$ cat config.mk
export PLATFORM = sky130hd
export DESIGN_NAME = instruction_fetch_unit
export DESIGN_NICKNAME = d
export VERILOG_FILES = /design/src/rtl/instruction_fetch_unit.sv
export SDC_FILE = /design/constraint.sdc
export NUM_CORES = 1
export LEC_CHECK = 0
export BUFFER_PORTS_ARGS = -buffer_cell sky130_fd_sc_hd__buf_2
export CAP_MARGIN = 20
export CORE_AREA = 2 2 180 182
export CTS_CLUSTER_DIAMETER = 200
export CTS_CLUSTER_SIZE = 24
export DETAILED_ROUTE_END_ITERATION = 6
export DIE_AREA = 0 0 182 184
export HOLD_SLACK_MARGIN = 0.05
export SYNTH_ARGS = -nofsm -noshare
export SYNTH_HDL_FRONTEND = slang
export SYNTH_SLANG_ARGS = --single-unit
$ cat constraint.sdc
create_clock -name clk -period 9.2 [get_ports clk]
set_clock_uncertainty 0.15 [all_clocks]
set_input_delay 0.92 -clock clk [delete_from_list [all_inputs] [get_ports clk]]
set_output_delay 0.92 -clock clk [all_outputs]
set_load 0.01 [all_outputs]
$ cat src/rtl/instruction_fetch_unit.sv
// Fetch stage: PC, synchronous instruction-memory port and a small FIFO feeding decode.
// Optional performance counters are enabled by defining IF_PERF_CNT_EN.
module instruction_fetch_unit #(
    parameter int                  PC_WIDTH      = 32,
    parameter int                  IM_ADDR_WIDTH = 11,
    parameter int                  INSTR_WIDTH   = 32,
    parameter int                  BUF_DEPTH     = 2,
    parameter logic [PC_WIDTH-1:0] RESET_PC      = '0,
    parameter logic [PC_WIDTH-1:0] PC_STEP       = PC_WIDTH'(1)
) (
    input  logic                     clk,
    input  logic                     rst,
    input  logic                     redirect_valid,
    input  logic [PC_WIDTH-1:0]      redirect_pc,
    input  logic                     id_ready,
    output logic                     if_valid,
    output logic [INSTR_WIDTH-1:0]   if_instr,
    output logic [PC_WIDTH-1:0]      if_pc,
    output logic [PC_WIDTH-1:0]      if_pc_next,
    output logic                     im_cen,
    output logic                     im_wen,
    output logic                     im_oen,
    output logic [IM_ADDR_WIDTH-1:0] im_addr,
    output logic [INSTR_WIDTH-1:0]   im_datain,
    input  logic [INSTR_WIDTH-1:0]   im_dataout
`ifdef IF_PERF_CNT_EN
    ,
    output logic [31:0]              perf_fetch_cnt,
    output logic [31:0]              perf_bubble_cnt
`endif
);

    localparam int PTR_W = (BUF_DEPTH > 1) ? $clog2(BUF_DEPTH) : 1;
    localparam int CNT_W = PTR_W + 1;

    logic [PC_WIDTH-1:0]    pc_q, pc_d;
    logic [PC_WIDTH-1:0]    tag_q, tag_d;
    logic                   inflight_q, inflight_d;
    logic [CNT_W-1:0]       count_q, count_d;
    logic [PTR_W-1:0]       head_q, head_d;
    logic [PTR_W-1:0]       tail_q, tail_d;
    logic [CNT_W:0]         credit;
    logic                   pop, push, issue;

    logic [INSTR_WIDTH-1:0] instr_buf_q [BUF_DEPTH];
    logic [PC_WIDTH-1:0]    pc_buf_q    [BUF_DEPTH];
    logic [PC_WIDTH-1:0]    pcn_buf_q   [BUF_DEPTH];

    assign if_valid   = (count_q != '0);
    assign if_instr   = instr_buf_q[head_q];
    assign if_pc      = pc_buf_q[head_q];
    assign if_pc_next = pcn_buf_q[head_q];

    assign im_cen    = ~issue;
    assign im_wen    = 1'b1;
    assign im_oen    = 1'b0;
    assign im_addr   = pc_q[IM_ADDR_WIDTH-1:0];
    assign im_datain = '0;

    always_comb begin
        pop    = if_valid & id_ready;
        push   = inflight_q & ~redirect_valid;
        // Credit counts buffered plus in-flight words, so a full buffer can never overflow.
        credit = {1'b0, count_q} + (CNT_W+1)'(inflight_q) - (CNT_W+1)'(pop);
        issue  = ~rst & ~redirect_valid & (credit < (CNT_W+1)'(BUF_DEPTH));

        pc_d       = pc_q;
        tag_d      = tag_q;
        inflight_d = issue;
        count_d    = count_q;
        head_d     = head_q;
        tail_d     = tail_q;

        if (redirect_valid) begin
            pc_d    = redirect_pc;
            count_d = '0;
            head_d  = '0;
            tail_d  = '0;
        end else begin
            if (issue) begin
                pc_d  = pc_q + PC_STEP;
                tag_d = pc_q;
            end
            if (push) tail_d = tail_q + PTR_W'(1);
            if (pop)  head_d = head_q + PTR_W'(1);
            count_d = count_q + CNT_W'(push) - CNT_W'(pop);
        end
    end

    always_ff @(posedge clk or posedge rst) begin
        if (rst) begin
            pc_q       <= RESET_PC;
            tag_q      <= '0;
            inflight_q <= 1'b0;
            count_q    <= '0;
            head_q     <= '0;
            tail_q     <= '0;
        end else begin
            pc_q       <= pc_d;
            tag_q      <= tag_d;
            inflight_q <= inflight_d;
            count_q    <= count_d;
            head_q     <= head_d;
            tail_q     <= tail_d;
        end
    end

    // Storage is cleared on reset so the head outputs read zero until the first push.
    always_ff @(posedge clk or posedge rst) begin
        if (rst) begin
            for (int i = 0; i < BUF_DEPTH; i++) begin
                instr_buf_q[i] <= '0;
                pc_buf_q[i]    <= '0;
                pcn_buf_q[i]   <= '0;
            end
        end else if (push) begin
            instr_buf_q[tail_q] <= im_dataout;
            pc_buf_q[tail_q]    <= tag_q;
            pcn_buf_q[tail_q]   <= tag_q + PC_STEP;
        end
    end

`ifdef IF_PERF_CNT_EN
    logic [31:0] fetch_cnt_q, fetch_cnt_d;
    logic [31:0] bubble_cnt_q, bubble_cnt_d;

    always_comb begin
        fetch_cnt_d  = fetch_cnt_q + 32'(pop);
        bubble_cnt_d = bubble_cnt_q + 32'(id_ready & ~if_valid);
    end

    always_ff @(posedge clk or posedge rst) begin
        if (rst) begin
            fetch_cnt_q  <= '0;
            bubble_cnt_q <= '0;
        end else begin
            fetch_cnt_q  <= fetch_cnt_d;
            bubble_cnt_q <= bubble_cnt_d;
        end
    end

    assign perf_fetch_cnt  = fetch_cnt_q;
    assign perf_bubble_cnt = bubble_cnt_q;
`endif

endmodule

Yosys cells after proc, flatten, opt, wreduce, memory -nomap -nowiden
Index checks and enable logic that the tools add are counted.

word-level totals
  flip-flop bits (word level) = 261
  output and inout bits = 143
  word-level logic and storage cells = 60

cells by class
  muxes and demuxes = 21
  order comparisons = 4
  add/sub/neg operators = 8
  reductions and logical operators = 6
  bitwise logic cells = 9

operators with widths
  kind                   number
  $mux 32                12
  $bwmux 64              3
  $add 32x1->32 const B  2
  $demux 32 s1           1
  $reduce_bool 2->1      4
  $and 1x1->1            4
  $ge 2x2->1 const B     2
  $mux 1                 4
  $not 1->2              2
  $add 2x1->3            1
  $lt 3x2->1 const B     1
  $not 1->1              3
  $sub 3x1->3            1
  $add 1x1->1 const B    2
  $add 2x1->2            1
  $lt 2x1->1 const B     1
  $mux 2                 1
  $reduce_and 2->1       1
  $sub 2x1->2            1
  $logic_and 1x1->1      1

Longest topological paths before layout
  depth in word-level cells = 7
  gate-level depth with buffers = 13

Least setup slack after synthesis
No wires, ideal clock.

  kind = input to output
  from = input id_ready
  to = output im_cen
  stages = 8
  path slack = 5418 ps
  arrival = 2712 ps
  data required time = 8130 ps
  path buffers = 2
  cells stage by stage = nand2_1 -> nor2_1 -> o21ai_0 -> fa_1 -> xor2_1 -> or4b_4 -> clkbuf_1 -> clkbuf_1

on the way
  word-level cells in the longest chain between the ends = 5

RTL lines
  what                line  source
  start: declaration  15    input logic id_ready,
  $and 1x1->1         61    pop = if_valid & id_ready;
  $sub 3x1->3         64    credit = {1'b0, count_q} + (CNT_W+1)'(inflight_q) - (CNT_W+1)'(pop);
  $lt 3x2->1          65    issue = ~rst & ~redirect_valid & (credit < (CNT_W+1)'(BUF_DEPTH));
  $and 1x1->1         65
  $not 1->1           54    assign im_cen = ~issue;
  end: declaration    20    output logic im_cen,

Every way passes these cells.

Worst setup path in the final report
  from = register count_q[1]
  to = register pc_q[21]

on the way
  word-level cells in the longest chain between the ends = 6
  elaborated cells on any way between the ends = 7
  those cells by class = add/sub (2); order compare (1); bitwise (2); reduce/logical (2)

RTL lines
  what                                                 line  source
  start: declaration                                   39    logic [CNT_W-1:0] count_q, count_d;
  start signal: assignment                             102   count_q <= count_d;
  branches (longest 2 deep; another with $add 2x1->3)  -
  $sub 3x1->3 (*)                                      64
  $lt 3x2->1 (*)                                       65
  $and 1x1->1 (*)                                      65
  $reduce_bool 2->1 (no source line) (*)               -
  end signal: assignment                               99    pc_q <= pc_d;
  end: declaration                                     36    logic [PC_WIDTH-1:0] pc_q, pc_d;

Every way passes the cells marked *.
A chain may end at the register's enable or synchronous reset.

==> flow_metrics.py <==
metrics = {
    "min_path": {
        "hold_end": "pc_buf_q[22]$_DFFE_PP0P_",
        "hold_depth": 2,
        "hold_path.class": "flip-flop to flip-flop",
        "hp-start": "pc_buf_q[22]$_DFFE_PP0P_",
    },
    "cts": {
        "cts_resized": 0,
        "cts.reportedPaths.clkPinSlew_ns": 0.10,
        "cts_root_buffer": "clkbuf_16",
        "tritoncts": "yes",
        "cts_buffers": 14,
        "htree_levels": 1,
        "clkSinkCount": 261,
        "cts.path.max_buffers": 3,
        "cts_hold_buf": 0,
        "clkLatencyLatePin_ns": 0.49,
        "cts_setup_buffers": 0,
    },
    "power": {
        "leakagePower_nw": 6.997,
        "power_frac_clock": 0.156,
        "p_sw_frac": 0.3962,
        "ir_drop_v": 0.0001300,
        "powerDensity_nw_per_um2": 312.0,
        "p_seq_frac": 0.474,
        "switchingPower_mw": 1.703,
        "p_int_mw": 2.595,
        "power_frac_comb": 0.371,
    },
    "timing": {
        "finalCritPeriodShare": 0.4566,
        "fin_hold_ws_ns": 0.3266,
        "relSlewSlack": 0.2816,
        "fin_setup_tns_ns": 0,
        "setup_viol": 0,
        "rsz0062_at_grt": "false",
        "hold_viol_final": 0,
        "worst_pin_slew_ns": 1.078,
        "drv_slew": 0,
        "fmax_mhz": 238.0,
        "fin_crit_ns": 4.201,
    },
    "global_routing": {
        "grt_use_total": 0.1873,
        "antenna_found_initial": 0,
        "grt_start_max_net_pins": 107,
        "grt_first_pass_wirelength_mm": 50.39,
        "grt_pass1_vias": 8885,
        "grt_overflow": 0,
    },
    "finish": {
        "drive_gt1_frac": 0.2118,
        "antenna_cells": 0,
        "syn2layout_area_growth_pct": 10.84,
        "num-fill-cells": 3115,
        "final_nets": 1545,
    },
    "routing": {
        "drt_iter0_drc": 691,
        "drcViolationCount": 0,
        "num_vias": 9527,
        "dr.pass1.iters": 5,
        "antenna_left": 0,
        "wire_per_inst_um": 16.89,
        "routed_wl_mm": 31.68,
        "detail_route.vias_per_cell": 5.081,
    },
    "placed_design": {
        "place.gp.congestion": 0.8112,
        "dp_hpwl_mm": 20.51,
        "portBuffers": 176,
    },
    "run": {
        "cap_violations": 0,
    },
    "critical_path": {
        "worst-path-buf-inv": 1,
        "start_kind": "flip-flop",
        "slowest_delay_ns": 0.77,
        "cpMaxStageDelayCell": "or4b_4",
        "worstPathRequired_ns": 9.41,
        "rr_worst_depth": 11,
        "rrSetupSlack_ns": 5.00,
        "crit-reg2reg-launch": "count_q[1]$_DFF_PP0_",
        "path_delay_family": "simple AND/OR/NAND/NOR gates",
        "crit_path_cell_trace": "or2_2, nand2_1, nor2_1, o21ai_0, fa_1, xor2_1, or4b_4, inv_2, nand4_1, o211ai_1, o311ai_0",
        "crit_arrival_ns": 4.41,
        "path_class": "flip-flop to flip-flop",
        "crit_path_end_kind": "flip-flop",
        "cp_max_fo": 58,
        "crit-reg2reg-capture": "pc_q[21]$_DFFE_PP0P_",
    },
    "die": {
        "core-area_um2": 31390,
        "initial_core_util": 0.3959,
        "die_x_um": 182,
        "rows": 65,
        "die_h_um": 184,
        "ios": 211,
        "die_area_um2": 33490,
    },
    "synth": {
        "netlist_area_um2": 12430,
        "yosys_warnings": 0,
        "syn_inst": 1365,
        "yosysUniqueCellTypes": 46,
        "yosysSeqAreaShare": 0.5255,
        "ys_ff_latch": 261,
        "synth_top_cell_by_area": "dfrtp_1",
        "synth_area_per_cell_um2": 9.105,
        "synthTopCellsByArea": "dfrtp_1, nand2_1, mux2_2",
        "synth_top_area_frac": 0.5255,
    },
    "status": {
        "status": "complete, no violations",
    },
}
-- power groups by stage --
stage	Clock [mW]	Sequential, mW	Combinational (mW)
after CTS	0.689	2.03	1.62
after global routing	0.732	2.10	1.80
final	0.668	2.04	1.59
after floorplan	0	1.85	1.20
after detailed placement	0	2.05	1.61
after global placement	0	2.04	1.58
-- tightest hold or removal path, delay by kind of cell, from the launching register on --
kind             cells  cell delay, ns
AND/OR/NAND/NOR      2            0.10
flip-flops           1            0.35
-- logic make-up after synthesis --
kind of cell,synth area share
simple gates,0.2311
flops,0.5255
buf+inv,0.05738
compound gates,0.06655
mux,0.08779
xor+xnor,0.02537
fa+ha+maj,0.005638
other cells,0.0006043
-- flip-flops by register name, indices dropped and copies added, names as in the netlist --
| name | flops |
|---|---|
| count_q | 2 |
| head_q | 1 |
| inflight_q | 1 |
| instr_buf_q | 64 |
| pc_buf_q | 64 |
| pc_q | 32 |
| pcn_buf_q | 64 |
| tag_q | 32 |
| tail_q | 1 |
-- synth_stat cells, drive strengths merged --
cell type  instances
a21oi              4
a221o              8
a22oi              2
a31oi              5
and2               3
and3               8
and4               3
buf               57
clkbuf            68
conb               2
dfrtp            261
fa                 1
ha                 4
inv               15
mux2              96
mux2i              1
nand2            561
nand2b             3
nand3             28
nand3b             1
nand4             26
nor2              23
nor2b              4
nor3               5
nor3b              5
nor4               7
o211ai            16
o21a               1
o21ai             93
o311ai             9
o31a               1
or2                1
or3                4
or4                2
or4b               1
xnor2             12
xor2              24
-- stage by stage --
stage	worst slack, ns	power, mW	util	cell area (um^2)	std cells
floorplan	0.9465	3.056	-	12550	1397
global placement	4.669	3.617	0.4257	13360	1857
detailed placement	4.591	3.660	0.4257	13360	1857
CTS	4.998	4.335	0.4379	13750	1874
global route	4.665	4.634	0.4388	13780	1875
finish	4.999	4.297	0.4388	13780	1875
-- layout make-up --
cell class	count	area, um^2	share of cell area
flip-flops and latches	261	6535	0.4744
multi-input cells	996	5329	0.3868
inverters	15	63.81	0.004632
well taps	402	503.0	0.03651
repair buffers	184	960.9	0.06975
clock buffers	16	379.1	0.02752
clock inverters	1	5.005	0.0003633
-- per-layer routing --
layer  vias up  global-route usage  share of wire
met3        31             0.03269          0.059
met4         0             0.03226          0.015
met2       305              0.2850           0.45
li1       4617                   -              -
met1      4574              0.2826           0.48
met5         -                   0              0
-- worst max path at each step --
stage	start	endpoint	slack, ns	cells past startpoint
2_1_floorplan	rst	count_q[0]$_DFF_PP0_	0.95	1
3_3_place_gp	id_ready	pc_q[21]$_DFFE_PP0P_	4.67	11
3_5_place_dp	id_ready	pc_q[21]$_DFFE_PP0P_	4.59	11
4_1_cts	count_q[1]$_DFF_PP0_	pc_q[21]$_DFFE_PP0P_	5.00	11
5_1_grt	count_q[1]$_DFF_PP0_	pc_q[21]$_DFFE_PP0P_	4.67	11
6_report	count_q[1]$_DFF_PP0_	pc_q[21]$_DFFE_PP0P_	5.00	11
-- placed cells by master, fill, tap and decap left out, drive strengths merged, types with 9 or more instances in the layout --
master  synthesis  final
xnor2          12     12
nor2           23     23
xor2           24     24
mux2           96     96
nand3          28     28
clkbuf         68     16
o311ai          9      9
inv            15     15
o211ai         16     16
dfrtp         261    261
o21ai          93     93
nand4          26     26
buf            57    184
nand2         561    561
conb            2     34
(Power assumes the default switching activity.)
